$ cat src/rtl/ro_puf_pkg.sv
// Shared definitions for the ring-oscillator PUF measurement sequencer.
// Provides the sequencer FSM state type, default parameter values and a helper
// that extracts one challenge pair (ring A index in the low half, ring B index
// in the high half) from the packed challenge vector.
package ro_puf_pkg;

  localparam int unsigned NumRoDef    = 8;
  localparam int unsigned RespBitsDef = 4;
  localparam int unsigned WindowDef   = 1024;
  localparam int unsigned SettleDef   = 4;
  localparam int unsigned CntWDef     = 16;
  localparam int unsigned MarginDef   = 4;

  // Widest packed challenge the slice helper accepts.
  localparam int unsigned MaxChalW = 256;

  typedef enum logic [2:0] {
    StIdle,
    StSettle,
    StCount,
    StDrain,
    StCompare,
    StDone
  } state_e;

  // Returns pair k of the challenge as {idx_b, idx_a} in the low 2*idx_w bits.
  function automatic logic [31:0] chal_slice(input logic [MaxChalW-1:0] chal,
                                             input int unsigned        k,
                                             input int unsigned        idx_w);
    return 32'(chal >> (2 * idx_w * k)) & ((32'd1 << (2 * idx_w)) - 32'd1);
  endfunction

endpackage

$ cat src/rtl/ro_edge_counter.sv
// Rising-edge counter for one asynchronous ring-oscillator output.
// Ports:
//   clk_i       system clock
//   rst_i       synchronous active-high reset
//   clear_i     zero the count (takes priority over counting)
//   count_en_i  count sampled rising edges while high
//   ro_i        raw ring output, asynchronous to clk_i
//   cnt_o       saturating edge count
module ro_edge_counter
  import ro_puf_pkg::*;
#(
  parameter int unsigned CNT_W = CntWDef
) (
  input  logic             clk_i,
  input  logic             rst_i,
  input  logic             clear_i,
  input  logic             count_en_i,
  input  logic             ro_i,
  output logic [CNT_W-1:0] cnt_o
);

  logic             sync1_q, sync2_q, prev_q;
  logic [CNT_W-1:0] cnt_q, cnt_d;
  logic             rise;

  assign rise = sync2_q & ~prev_q;

  always_comb begin
    cnt_d = cnt_q;
    if (clear_i) begin
      cnt_d = '0;
    end else if (count_en_i && rise && (cnt_q != '1)) begin
      // Hold at all-ones so a fast ring can never wrap to a small count.
      cnt_d = cnt_q + CNT_W'(1);
    end
  end

  always_ff @(posedge clk_i) begin
    if (rst_i) begin
      sync1_q <= 1'b0;
      sync2_q <= 1'b0;
      prev_q  <= 1'b0;
      cnt_q   <= '0;
    end else begin
      sync1_q <= ro_i;
      sync2_q <= sync1_q;
      prev_q  <= sync2_q;
      cnt_q   <= cnt_d;
    end
  end

  assign cnt_o = cnt_q;

endmodule

$ cat src/rtl/ro_puf_ctrl.sv
// Measurement sequencer for the ring-oscillator PUF array. For each of
// RESP_BITS challenge pairs it enables two rings, lets them settle, counts their
// edges for WINDOW cycles, drains the synchronizers and compares the counts
// into one response bit. Optional feature macro RO_PUF_MARGIN_EN adds the
// unstable output flagging pairs whose counts differ by less than MARGIN.
// Ports:
//   clk_i        system clock
//   rst_i        synchronous active-high reset
//   start_i      begin a run (sampled only when idle)
//   challenge_i  packed pairs, pair k = [2*IDX_W*k +: 2*IDX_W], ring A low
//   ro_out_i     raw ring outputs
//   ro_enable_o  registered ring enables
//   busy_o       run in progress
//   done_o       one-cycle pulse, response valid
//   response_o   bit k = (count A > count B) for pair k
//   unstable_o   bit k = counts of pair k closer than MARGIN (macro only)
module ro_puf_ctrl
  import ro_puf_pkg::*;
#(
  parameter int unsigned NUM_RO    = NumRoDef,
  parameter int unsigned RESP_BITS = RespBitsDef,
  parameter int unsigned WINDOW    = WindowDef,
  parameter int unsigned SETTLE    = SettleDef,
  parameter int unsigned CNT_W     = CntWDef,
  parameter int unsigned MARGIN    = MarginDef
) (
  input  logic                                   clk_i,
  input  logic                                   rst_i,
  input  logic                                   start_i,
  input  logic [RESP_BITS*2*$clog2(NUM_RO)-1:0]  challenge_i,
  input  logic [NUM_RO-1:0]                      ro_out_i,
  output logic [NUM_RO-1:0]                      ro_enable_o,
  output logic                                   busy_o,
  output logic                                   done_o,
`ifdef RO_PUF_MARGIN_EN
  output logic [RESP_BITS-1:0]                   response_o,
  output logic [RESP_BITS-1:0]                   unstable_o
`else
  output logic [RESP_BITS-1:0]                   response_o
`endif
);

  localparam int unsigned IDX_W  = $clog2(NUM_RO);
  localparam int unsigned PAIR_W = 2 * IDX_W;
  localparam int unsigned CHAL_W = RESP_BITS * PAIR_W;
  localparam int unsigned K_W    = (RESP_BITS > 1) ? $clog2(RESP_BITS) : 1;
  localparam int unsigned TMR_W  = $clog2(WINDOW + SETTLE + 1);

  state_e              state_q, state_d;
  logic [TMR_W-1:0]    tmr_q, tmr_d;
  logic [K_W-1:0]      k_q, k_d;
  logic [CHAL_W-1:0]   chal_q, chal_d;
  logic [NUM_RO-1:0]   ro_enable_q, ro_enable_d;
  logic                busy_q, busy_d;
  logic                done_q, done_d;
  logic [RESP_BITS-1:0] response_q, response_d;

  logic [PAIR_W-1:0]   pair;
  logic [IDX_W-1:0]    idx_a, idx_b;
  logic                a_valid, b_valid;
  logic                ro_a, ro_b;
  logic [CNT_W-1:0]    cnt_a, cnt_b;

  assign pair    = PAIR_W'(chal_slice(MaxChalW'(chal_q), 32'(k_q), IDX_W));
  assign idx_a   = pair[IDX_W-1:0];
  assign idx_b   = pair[PAIR_W-1:IDX_W];
  // Out-of-range indices select no ring and therefore count nothing.
  assign a_valid = 32'(idx_a) < NUM_RO;
  assign b_valid = 32'(idx_b) < NUM_RO;
  assign ro_a    = a_valid & ro_out_i[idx_a];
  assign ro_b    = b_valid & ro_out_i[idx_b];

  ro_edge_counter #(.CNT_W(CNT_W)) u_cnt_a (
    .clk_i      (clk_i),
    .rst_i      (rst_i),
    .clear_i    (state_q == StSettle),
    .count_en_i (state_q == StCount),
    .ro_i       (ro_a),
    .cnt_o      (cnt_a)
  );

  ro_edge_counter #(.CNT_W(CNT_W)) u_cnt_b (
    .clk_i      (clk_i),
    .rst_i      (rst_i),
    .clear_i    (state_q == StSettle),
    .count_en_i (state_q == StCount),
    .ro_i       (ro_b),
    .cnt_o      (cnt_b)
  );

`ifdef RO_PUF_MARGIN_EN
  logic [RESP_BITS-1:0] unstable_q, unstable_d;
  logic [CNT_W-1:0]     cnt_diff;
  assign cnt_diff = (cnt_a > cnt_b) ? (cnt_a - cnt_b) : (cnt_b - cnt_a);
`endif

  // Next-state logic: phase timer counts down to zero, then the phase advances.
  always_comb begin
    state_d = state_q;
    tmr_d   = tmr_q;
    k_d     = k_q;
    chal_d  = chal_q;
    unique case (state_q)
      StIdle: begin
        if (start_i) begin
          state_d = StSettle;
          tmr_d   = TMR_W'(SETTLE - 1);
          k_d     = '0;
          chal_d  = challenge_i;
        end
      end
      StSettle: begin
        if (tmr_q == '0) begin
          state_d = StCount;
          tmr_d   = TMR_W'(WINDOW - 1);
        end else begin
          tmr_d = tmr_q - TMR_W'(1);
        end
      end
      StCount: begin
        if (tmr_q == '0) begin
          state_d = StDrain;
          tmr_d   = TMR_W'(1);
        end else begin
          tmr_d = tmr_q - TMR_W'(1);
        end
      end
      StDrain: begin
        if (tmr_q == '0) begin
          state_d = StCompare;
        end else begin
          tmr_d = tmr_q - TMR_W'(1);
        end
      end
      StCompare: begin
        if (32'(k_q) == RESP_BITS - 1) begin
          state_d = StDone;
        end else begin
          state_d = StSettle;
          tmr_d   = TMR_W'(SETTLE - 1);
          k_d     = k_q + K_W'(1);
        end
      end
      StDone:  state_d = StIdle;
      default: state_d = StIdle;
    endcase
  end

  // Output logic: every output is registered from the current state, so it
  // lags the state by one edge.
  always_comb begin
    ro_enable_d = '0;
    busy_d      = (state_q != StIdle);
    done_d      = (state_q == StDone);
    response_d  = response_q;
`ifdef RO_PUF_MARGIN_EN
    unstable_d  = unstable_q;
`endif
    if (state_q == StIdle && start_i) begin
      response_d = '0;
`ifdef RO_PUF_MARGIN_EN
      unstable_d = '0;
`endif
    end
    if (state_q == StSettle || state_q == StCount) begin
      if (a_valid) ro_enable_d[idx_a] = 1'b1;
      if (b_valid) ro_enable_d[idx_b] = 1'b1;
    end
    if (state_q == StCompare) begin
      response_d[k_q] = (cnt_a > cnt_b);
`ifdef RO_PUF_MARGIN_EN
      unstable_d[k_q] = (32'(cnt_diff) < MARGIN);
`endif
    end
  end

  always_ff @(posedge clk_i) begin
    if (rst_i) begin
      state_q     <= StIdle;
      tmr_q       <= '0;
      k_q         <= '0;
      chal_q      <= '0;
      ro_enable_q <= '0;
      busy_q      <= 1'b0;
      done_q      <= 1'b0;
      response_q  <= '0;
`ifdef RO_PUF_MARGIN_EN
      unstable_q  <= '0;
`endif
    end else begin
      state_q     <= state_d;
      tmr_q       <= tmr_d;
      k_q         <= k_d;
      chal_q      <= chal_d;
      ro_enable_q <= ro_enable_d;
      busy_q      <= busy_d;
      done_q      <= done_d;
      response_q  <= response_d;
`ifdef RO_PUF_MARGIN_EN
      unstable_q  <= unstable_d;
`endif
    end
  end

  assign ro_enable_o = ro_enable_q;
  assign busy_o      = busy_q;
  assign done_o      = done_q;
  assign response_o  = response_q;
`ifdef RO_PUF_MARGIN_EN
  assign unstable_o  = unstable_q;
`endif

endmodule

$ cat config.mk
export PLATFORM = sky130hd
export DESIGN_NAME = ro_puf_ctrl
export DESIGN_NICKNAME = d
export VERILOG_FILES = /design/src/rtl/ro_puf_pkg.sv /design/src/rtl/ro_edge_counter.sv /design/src/rtl/ro_puf_ctrl.sv
export SDC_FILE = /design/constraint.sdc
export NUM_CORES = 1
export LEC_CHECK = 0
export ABC_AREA = 1
export BUFFER_PORTS_ARGS = -buffer_cell sky130_fd_sc_hd__clkbuf_2
export CORE_ASPECT_RATIO = 1.25
export CORE_MARGIN = 2
export CORE_UTILIZATION = 48
export CTS_BUF_LIST = sky130_fd_sc_hd__clkbuf_4 sky130_fd_sc_hd__clkbuf_8 sky130_fd_sc_hd__clkbuf_16
export DETAILED_ROUTE_END_ITERATION = 8
export GPL_ROUTABILITY_DRIVEN = 0
export PLACE_DENSITY_LB_ADDON = 0.3
export SETUP_SLACK_MARGIN = 0.15
export SLEW_MARGIN = 20
export SYNTH_ARGS = -nofsm -noshare
export SYNTH_HDL_FRONTEND = slang
export SYNTH_SLANG_ARGS = --single-unit
$ cat constraint.sdc
create_clock -name clk_i -period 3 [get_ports clk_i]
set_input_delay 0.45 -clock clk_i [delete_from_list [all_inputs] [get_ports clk_i]]
set_output_delay 0.45 -clock clk_i [all_outputs]
set_load 0.02 [all_outputs]
# ---- After elaboration in Yosys (flattened, before gate mapping)
# Index checks and enable logic that the tools add are counted.
dict set report word_totals {
  wordCells 98
  register_bits 92
  output_inout_bits 14
}
dict set report op_classes {
  addsub 4
  eq_ne 14
  n_bitwise 6
  mux 29
  shift 1
  n_mul 1
  reduce_logical 20
  order_cmp 7
}
# cell n
set op_table {}
lappend op_table {{two-way mux 11 bit} 5}
lappend op_table {{one-hot mux 11 bit (5 select lines)} 1}
lappend op_table {{adder 16 x 1 -> 16 bit, second input constant} 2}
lappend op_table {{inequality test 16 bit, second input constant} 2}
lappend op_table {{>> shifter 24 x 5 -> 6 bit} 1}
lappend op_table {{greater-than comparator 16 bit} 1}
lappend op_table {{two-way mux 3 bit} 5}
lappend op_table {{one-hot mux 3 bit (5 select lines)} 1}
lappend op_table {{inequality test 2 bit, second input constant} 6}
lappend op_table {{logical NOT 11 bit} 1}
lappend op_table {{subtractor 11 x 1 -> 11 bit, second input constant} 1}
lappend op_table {{logical AND 1 bit} 8}
lappend op_table {{less-than comparator 3 x 4 -> 1 bit, second input constant} 2}
lappend op_table {{two-way mux 4 bit} 2}
lappend op_table {{two-way mux 8 bit} 1}
lappend op_table {{OR 8 bit} 1}
lappend op_table {{AND reduction 4 bit} 2}
lappend op_table {{binary-select mux 1 bit (select 3 bit)} 2}
lappend op_table {{demux 1 bit (select 3 bit)} 2}
lappend op_table {{== test 3 x 2 -> 1 bit, second input constant} 2}
lappend op_table {{== test 3 bit, second input constant} 2}
lappend op_table {{>= comparator 3 x 1 -> 1 bit, second input constant} 2}
lappend op_table {{two-way mux 1 bit} 5}
lappend op_table {{nonzero test 5 bit} 1}
lappend op_table {{other kinds (19)} 24}

# ---- Depth between registers and ports, before layout
# Gate-level depths: netlist (run 1).
dict set report depth {
  depth_word 8
  depth_mapped 13
}

# ---- Modules after synthesis
# Synthesis (run 1) repeated with hierarchy kept, for this count alone.
dict set report unflattened {
  hier_cells 804
  hier_area_um2 5255.0
}
# module seq_area_each_um2 n_inst area_each_um2 cells_each
set modules_own_cells {}
lappend modules_own_cells {ro_puf_ctrl 1081.0 1 3215.6 490}
lappend modules_own_cells {ro_edge_counter 380.4 2 1019.7 157}

# ---- Worst setup path before layout (run 1)
# No wires, ideal clock.
dict set report synth_path {
  path_kind {reg2reg}
  start {register u_cnt_b.cnt_q[0] (netlist: u_cnt_b.cnt_o[0])}
  end {register u_cnt_b.cnt_q[12] (netlist: u_cnt_b.cnt_o[12])}
  path_slack_ps 1474
  setup_time_ps 116
  arrival_ps 1410
  stages_incl_launch_ff 10
  cell_sequence {dfxtp_1 -> ha_1 -> nand3_1 -> nor2_1 -> nand3_1 -> nand2_4 -> inv_4 -> buf_6 -> a21oi_1 -> nor2_1}
}
dict set report synth_via {
  elab_chain_len 2
  elab_cells_between_ends 3
}
# element line
set synth_lines {}
lappend synth_lines {{from (decl)} ro_edge_counter.sv:23} ;# logic [CNT_W-1:0] cnt_q, cnt_d;
lappend synth_lines {{from (signal assigned)} ro_edge_counter.sv:48} ;# cnt_q <= cnt_d;
lappend synth_lines {{parallel branches: the longest is 2 deep, another holds adder 16 x 1 -> 16 bit} --}
# Parallel ways; which one is timed is not known.
# A chain may end at the register's enable or synchronous reset.

# ---- Worst setup path in the final report (run 1)
dict set report layout_path {
  start {register k_q[0]}
  end {register u_cnt_b.sync1_q}
}
dict set report layout_via {
  elab_chain_len 4
}
# element line
set layout_lines {}
lappend layout_lines {{from (decl)} ro_puf_ctrl.sv:51} ;# logic [K_W-1:0] k_q, k_d;
lappend layout_lines {{from (signal assigned)} ro_puf_ctrl.sv:193} ;# k_q <= k_d;
lappend layout_lines {{multiplier 2 x 2 -> 4 bit} ro_puf_pkg.sv:30} ;# return 32'(chal >> (2 * idx_w * k)) & ((32'd1 << (2 * idx_w)) - 32'd1);
lappend layout_lines {{>> shifter 24 x 5 -> 6 bit} ro_puf_pkg.sv:30}
lappend layout_lines {{binary-select mux 1 bit (select 3 bit)} ro_puf_ctrl.sv:71} ;# assign ro_b = b_valid & ro_out_i[idx_b];
lappend layout_lines {{two-way mux 1 bit (not written as such)} ro_puf_ctrl.sv:71}
lappend layout_lines {{to (signal assigned)} ro_edge_counter.sv:45} ;# sync1_q <= ro_i;
lappend layout_lines {{to (decl)} ro_edge_counter.sv:22} ;# logic sync1_q, sync2_q, prev_q;
# No other way between the ends. The select of a mux whose other input is x is not followed.

==> results_dict.tcl, run 1 <==
set metrics [dict create \
    die_w_microns 96.86 \
    ys_ff_latch 92 \
    ant_nets 0 \
    grt-ovfl-total 0 \
    period_share_pct 64.93 \
    ctsHoldBuffers 0 \
    cts_made_buffers 9 \
    syn_inst 772 \
    coreArea_sq_um 10560 \
    drtPass1Iterations 5 \
    area_growth_pct 10.62 \
    outcome "completed" \
    cellLeakagePower_uw 0.002451 \
    start_util_pct 48.98 \
    synth_edf_count 0 \
    ir_drop_uv 371.5 \
    totalWireLength_microns 12000 \
    synth.area.top_cells "dfxtp_1 (36%), nand2_1 (14%), nor2_1 (7.0%)" \
    finClkSkew_ps 6.896 \
    slew_headroom_pct 64.60 \
    fin_crit_ps 1948 \
    ys_seq_area_share_pct 35.60 \
    rrSetupSlack_ps 1050 \
    synthAdderAreaFrac_pct 5.804 \
    clockBufferDepth 2 \
    track_usage_pct 21.00 \
    clkPwrFrac_pct 24.1 \
    htreeDepth 3 \
    synth_flop_cell "dfxtp_1" \
    dieHeight_microns 120.1 \
    hold_violations 0 \
    grt_pass1_vias 4616 \
    grt_max_degree 33 \
    setup_viol_count_final 0 \
    yosys_warnings 0 \
    routedWlPerCell_microns 12.67 \
    yosysTopAreaCellShare_pct 35.60 \
    num_vias 4936 \
    synth_top_family_by_area "simple AND/OR/NAND/NOR gates" \
    p_switching_uw 1793 \
    required_ps 3210 \
    drt_iter0_drc 207 \
    place.detailed.hpwl_microns 9076 \
    p_sw_share_pct 41.27 \
    synthDistinctLibCells 35 \
    cp-end-kind "flip-flop" \
    diodes 0 \
    timing.fmax_ghz 0.5133 \
    cap_violations 0 \
    port_buffers 48 \
    slew_violations 0 \
    path_clk_slew_ps 70 \
    clock-sinks 92 \
    synth_xor_area_share_pct 2.370 \
    drc 0 \
    dieArea_sq_um 11630 \
    grt_pass1_wl_microns 20490 \
    totalNegativeSetupSlack_ps 0 \
    cts_tree "built" \
    num_rows 42 \
    comb_power_share_pct 39.4 \
    yosys.area_share.simple_pct 33.86 \
    root_buffer "clkbuf_16" \
    ys_async_sr_fraction_pct 0 \
    tightest_slew_ps 530.2 \
    synthesis.area_sq_um 5174 \
    avgSynthCellArea_sq_um 6.702 \
    arrival_ps 2160 \
    avgViaCountPerCell 5.212 \
    cp-start-kind "flip-flop" \
    drive_gt1_share_pct 12.39 \
    post_cts_resize_count 0 \
    clk_latency_ps 340 \
    final_cells 947 \
    numPlacedInstances 932 \
    muxShareOfSynthArea_pct 0 \
    path_class "flip-flop to flip-flop" \
    postCtsSetupRepairBufs 0 \
    seqPwrFrac_pct 36.6 \
    ios 49 \
    synth_compound_area_share_pct 13.08 \
    synth_common_cells "nand2_1 (198), nor2_1 (97), dfxtp_1 (92)" \
    synth_top_cell_by_area "dfxtp_1" \
    hold_class "input port to flip-flop" \
    rsz0062_at_grt "no" \
    antenna_found_initial 0 \
    syn_nets 831 \
    yosysMostFrequentCell "nand2_1" \
    p_int_uw 2552 \
    nNetsFinal 870 \
    crit_fanout 19 \
    fill_cells 1017 \
    power_per_cell_area_nw_per_um2 759.2 \
]
==> final timing paths <==
check / start / end / depth (start not counted)
worst max-delay path: k_q[0]$_SDFFE_PP0P_ / u_cnt_b.sync1_q$_SDFF_PP0_ / 11
worst min-delay path: challenge_i[20] / chal_q[20]$_SDFFE_PP0P_ / 3
worst max register to register: k_q[0]$_SDFFE_PP0P_ / u_cnt_b.sync1_q$_SDFF_PP0_ / 11
worst min register to register: u_cnt_b.sync1_q$_SDFF_PP0_ / u_cnt_b.sync2_q$_SDFF_PP0_ / 2
==> worst max-delay path, cell delays in order (launching register included) <==
cell and delay (ps):
dfxtp_1 610, inv_4 180, nand2_1 110, nand3_1 80, nand2_1 300, inv_1 180, nand2_1 90, nand2_1 50
nand2_1 50, nand2_1 50, nand2_1 50, a21oi_1 60
==> layout by cell type, fill, tap and decap left out, types with 2 or more instances in the layout <==
master,count
a21oi_1,67
buf_4,3
clkbuf_16,9
clkbuf_2,48
clkinv_1,2
clkinvlp_4,4
dfxtp_1,92
ha_1,24
inv_1,70
inv_2,11
inv_4,3
nand2_1,198
nand2_4,3
nand3_1,48
nand3b_1,6
nand4_1,9
nor2_1,97
nor2_2,9
nor2_4,2
nor3_1,23
nor3_4,2
o211ai_2,2
o21ai_0,45
o21ai_1,14
xor2_1,13
==> stage by stage <==
step	power, uW	util, %	worst slack [ps]	instance area, sq um	hold WS [ps]
floorplan	2985	-	1474	5174	388.3
global placement	3260	51.61	1056	5451	404.0
detailed placement	3317	51.61	1007	5451	403.0
CTS	4367	54.18	1088	5723	321.6
global route	4696	54.18	841.0	5723	333.9
finish	4345	54.18	1052	5723	326.6
==> registers in the layout, indices dropped and copies added (netlist names), 2 cells and up <==
name and flops:
chal_q 24, k_q 2, response_o 4, ro_enable_o 8, state_q 3, tmr_q 11, u_cnt_a.cnt_o 16, u_cnt_b.cnt_o 16
==> kinds of logic after synthesis <==
family          after synthesis
simple gates                402
buf+inv                     109
xor+xnor                     14
fa+ha+maj                    24
compound gates              131
flops                        92
==> power groups by stage <==
| stage | Sequential [uW] | Combinational (uW) | Clock, uW |
|---|---|---|---|
| floorplan | 1590 | 1400 | 0 |
| global placement | 1610 | 1650 | 0 |
| detailed placement | 1610 | 1710 | 0 |
| CTS | 1590 | 1710 | 1070 |
| global route | 1620 | 1960 | 1120 |
| finish | 1590 | 1710 | 1050 |
==> per-layer routing <==
| metal | global-route usage, % | part of all wire, % | up-vias |
|---|---|---|---|
| met5 | 0 | 0 | - |
| met4 | 8.187 | 2.0 | 0 |
| met3 | 3.727 | 4.5 | 17 |
| met2 | 37.54 | 51 | 116 |
| met1 | 24.94 | 42 | 2227 |
| li1 | - | - | 2576 |
==> cell type report <==
class,count,area [sq um],area share (%)
Clock buffer,10,232.7,4.066
Clock inverter,5,38.79,0.6777
Inverter,86,330.3,5.772
Multi-Input combinational cell,571,2851,49.83
Sequential cell,92,1842,32.18
Tap cell,132,165.2,2.886
Timing Repair Buffer,51,262.8,4.591
Power figures use the tool's default switching activity.
==> run 2: changes to the inputs <==
- ABC_AREA: 1 -> 0
- clock period: 3 -> 1.8 ns (I/O delays scaled with it)
==> results_dict.tcl, run 2 <==
set metrics [dict create \
    cts_made_buffers 9 \
    num_rows 40 \
    ant_nets 0 \
    port_buffers 48 \
    drc 0 \
    cp-start-kind "flip-flop" \
    path_class "flip-flop to flip-flop" \
    power_per_cell_area_nw_per_um2 1266 \
    synth_top_cell_by_area "dfxtp_1" \
    grt_pass1_vias 4496 \
    arrival_ps 2250 \
    worst_slack_ps -214.4 \
    area_growth_pct 42.85 \
    synth_compound_area_share_pct 13.72 \
    route.met3.wl_microns 634 \
    layout_commonest_cell "nand2_1" \
    die_w_microns 92.39 \
    crit_start "state_q[0]$_SDFFE_PP0P_" \
    hold_class "input port to flip-flop" \
    synth_common_cells "dfxtp_1 (92), nand2_1 (80), nor2_1 (73)" \
    ys_seq_area_share_pct 39.30 \
    r2r_cells 6 \
    synth.area.top_cells "dfxtp_1 (39%), ha_1 (6.4%), nand2_1 (6.4%)" \
    rsz0062_at_grt "yes" \
    nNetsFinal 747 \
    fill_cells 703 \
    reg2reg_from "state_q[0]$_SDFFE_PP0P_" \
    grt_pass1_wl_microns 20020 \
    synthesis.area_sq_um 4687 \
    syn_inst 575 \
    clock-sinks 92 \
    ctsHoldBuffers 0 \
    slew_headroom_pct 74.44 \
    outcome "finished with violations" \
    drive_gt1_share_pct 41.27 \
    numPlacedInstances 770 \
    synth_xor_area_share_pct 5.980 \
    synth_top_family_by_area "simple AND/OR/NAND/NOR gates" \
    yosysMostFrequentCell "dfxtp_1" \
    hold_violations 0 \
    p_int_uw 5261 \
    period_share_pct 111.9 \
    antenna_found_initial 0 \
    synthDistinctLibCells 54 \
    place.detailed.hpwl_microns 7995 \
    placed_cell_area_sq_um 5474 \
    diodes 0 \
    tightest_slew_ps 379.4 \
    track_usage_pct 23.38 \
    htreeDepth 3 \
    finClkSkew_ps 7.477 \
    endpoint "u_cnt_a.cnt_o[14]$_SDFFE_PP0P_" \
    wl_met2_microns 7011 \
    synthAdderAreaFrac_pct 6.407 \
    cp-end-kind "flip-flop" \
    dieHeight_microns 114.5 \
    yosys.area_share.simple_pct 25.01 \
    drtPass1Iterations 5 \
    synth_edf_count 0 \
    clockBufferDepth 2 \
    timing.fmax_ghz 0.4964 \
    wl_met1_microns 5096 \
    largest_register "chal_q" \
    synth_flop_cell "dfxtp_1" \
    cts_tree "built" \
    ys_async_sr_fraction_pct 0 \
    clk_latency_ps 350 \
    p_switching_uw 3213 \
    r2r_end "u_cnt_a.cnt_o[14]$_SDFFE_PP0P_" \
    clkPwrFrac_pct 23.3 \
    setup_viol_count_final 29 \
    coreArea_sq_um 9559 \
    seqPwrFrac_pct 30.2 \
    avgSynthCellArea_sq_um 8.151 \
    fin_crit_ps 2014 \
    cap_violations 0 \
    comb_power_share_pct 46.6 \
    path_clk_slew_ps 70 \
    required_ps 2030 \
    final_cell_mix "nand2_1 (72), dfxtp_1 (66), nor2_1 (62)" \
    violations "setup timing" \
    power_uw 8474 \
    grt-ovfl-total 0 \
    root_buffer "clkbuf_16" \
    rrSetupSlack_ps -210 \
    avgViaCountPerCell 5.692 \
    start_util_pct 49.03 \
    postLayoutCellArea_sq_um 6695 \
    ios 49 \
    largest_register_ffs 24 \
    ys_ff_latch 92 \
    drt_iter0_drc 217 \
    routedWlPerCell_microns 16.30 \
    yosys_warnings 0 \
    dieArea_sq_um 10580 \
    totalWireLength_microns 13350 \
    ir_drop_uv 1094 \
    p_sw_share_pct 37.92 \
    totalNegativeSetupSlack_ps -2119 \
    muxShareOfSynthArea_pct 4.859 \
    syn_nets 634 \
    final_util_pct 70.04 \
    grt_max_degree 33 \
    yosysTopAreaCellShare_pct 39.30 \
    crit_fanout 6 \
    num_vias 4662 \
    cellLeakagePower_uw 0.002631 \
    top_layer_used "met4" \
    final_cells 819 \
    slew_violations 0 \
]
run 2: changes by cell type in the layout (fill, tap and decap cells not counted), moves of 26 or more:
cell     previous run  this run
nand2_1           198        72
buf_4               3        54
inv_1              70        21
o21ai_0            45         5
nand3_1            48        12
nor2_1             97        62
a21oi_1            67        37
dfxtp_1            92        66
run 2: metal layers:
metal,up-vias,track usage (%)
li1,2234,-
met1,2202,25.00
met2,166,42.82
met3,60,4.279
met4,0,13.33
met5,-,0
run 2: final cells by class:
cell class                 count  area [sq um]  share of cell area, %
multi-input combinational    429          3279                  48.98
timing repair buffer         129         970.9                  14.50
inverter                      27         101.3                  1.514
tap                          126         157.7                  2.355
clock buffer                  10         232.7                  3.476
sequential                    92          1882                  28.11
clock inverter                 6         71.32                  1.065
run 2: what timing repair did:
item | in CTS | in global routing
pin swaps | 37 | 44
resized for setup | 89 | 88
gates cloned | 0 | 1
endpoints found under the setup margin | 57 | 85
setup buffers | 14 | 18
run 2: kinds of logic (layout without fill, tap and decap cells):
logic type | after synthesis | after routing
xor gates and xnor gates | 32 | 32
adders and majority gates | 24 | 24
muxes | 17 | 17
DFF | 92 | 92
buffers and inverters | 55 | 172
AOI/OAI and AO/OA | 104 | 104
and+or+nand+nor | 251 | 252
run 2: power groups by stage:
stage / combinational [uW] / sequential (uW) / clock (uW)
after global placement: 2620 / 2530 / 0
after CTS: 3090 / 2530 / 1980
after global routing: 4240 / 2590 / 2070
after detailed placement: 2670 / 2540 / 0
after floorplan: 1850 / 2530 / 0
final: 3950 / 2560 / 1970
run 2: per-stage QoR:
stage | setup WS (ps) | hold WS [ps]
finish | -214.4 | 130.0
global route | -273.1 | 135.3
CTS | -90.95 | 130.2
detailed placement | -190.2 | 428.3
global placement | -136.6 | 415.0
floorplan | -185.1 | 406.0
run 2: worst max-delay path, stage by stage, from the launching register on:
cell and delay [ps]:
dfxtp_2 330, or3b_4 420, or4b_4 540, nor2_4 200, nand4_1 140, xor2_1 210
nor2_2 50
run 2: worst min path at each step:
stage | startpoint | endpoint | cells past startpoint
after global placement | u_cnt_b.sync1_q$_SDFF_PP0_ | u_cnt_b.sync2_q$_SDFF_PP0_ | 1
final | challenge_i[2] | chal_q[2]$_SDFFE_PP0P_ | 3
after detailed placement | u_cnt_a.sync1_q$_SDFF_PP0_ | u_cnt_a.sync2_q$_SDFF_PP0_ | 1
after floorplan | challenge_i[0] | chal_q[0]$_SDFFE_PP0P_ | 2
after global routing | challenge_i[2] | chal_q[2]$_SDFFE_PP0P_ | 3
after CTS | challenge_i[7] | chal_q[7]$_SDFFE_PP0P_ | 3
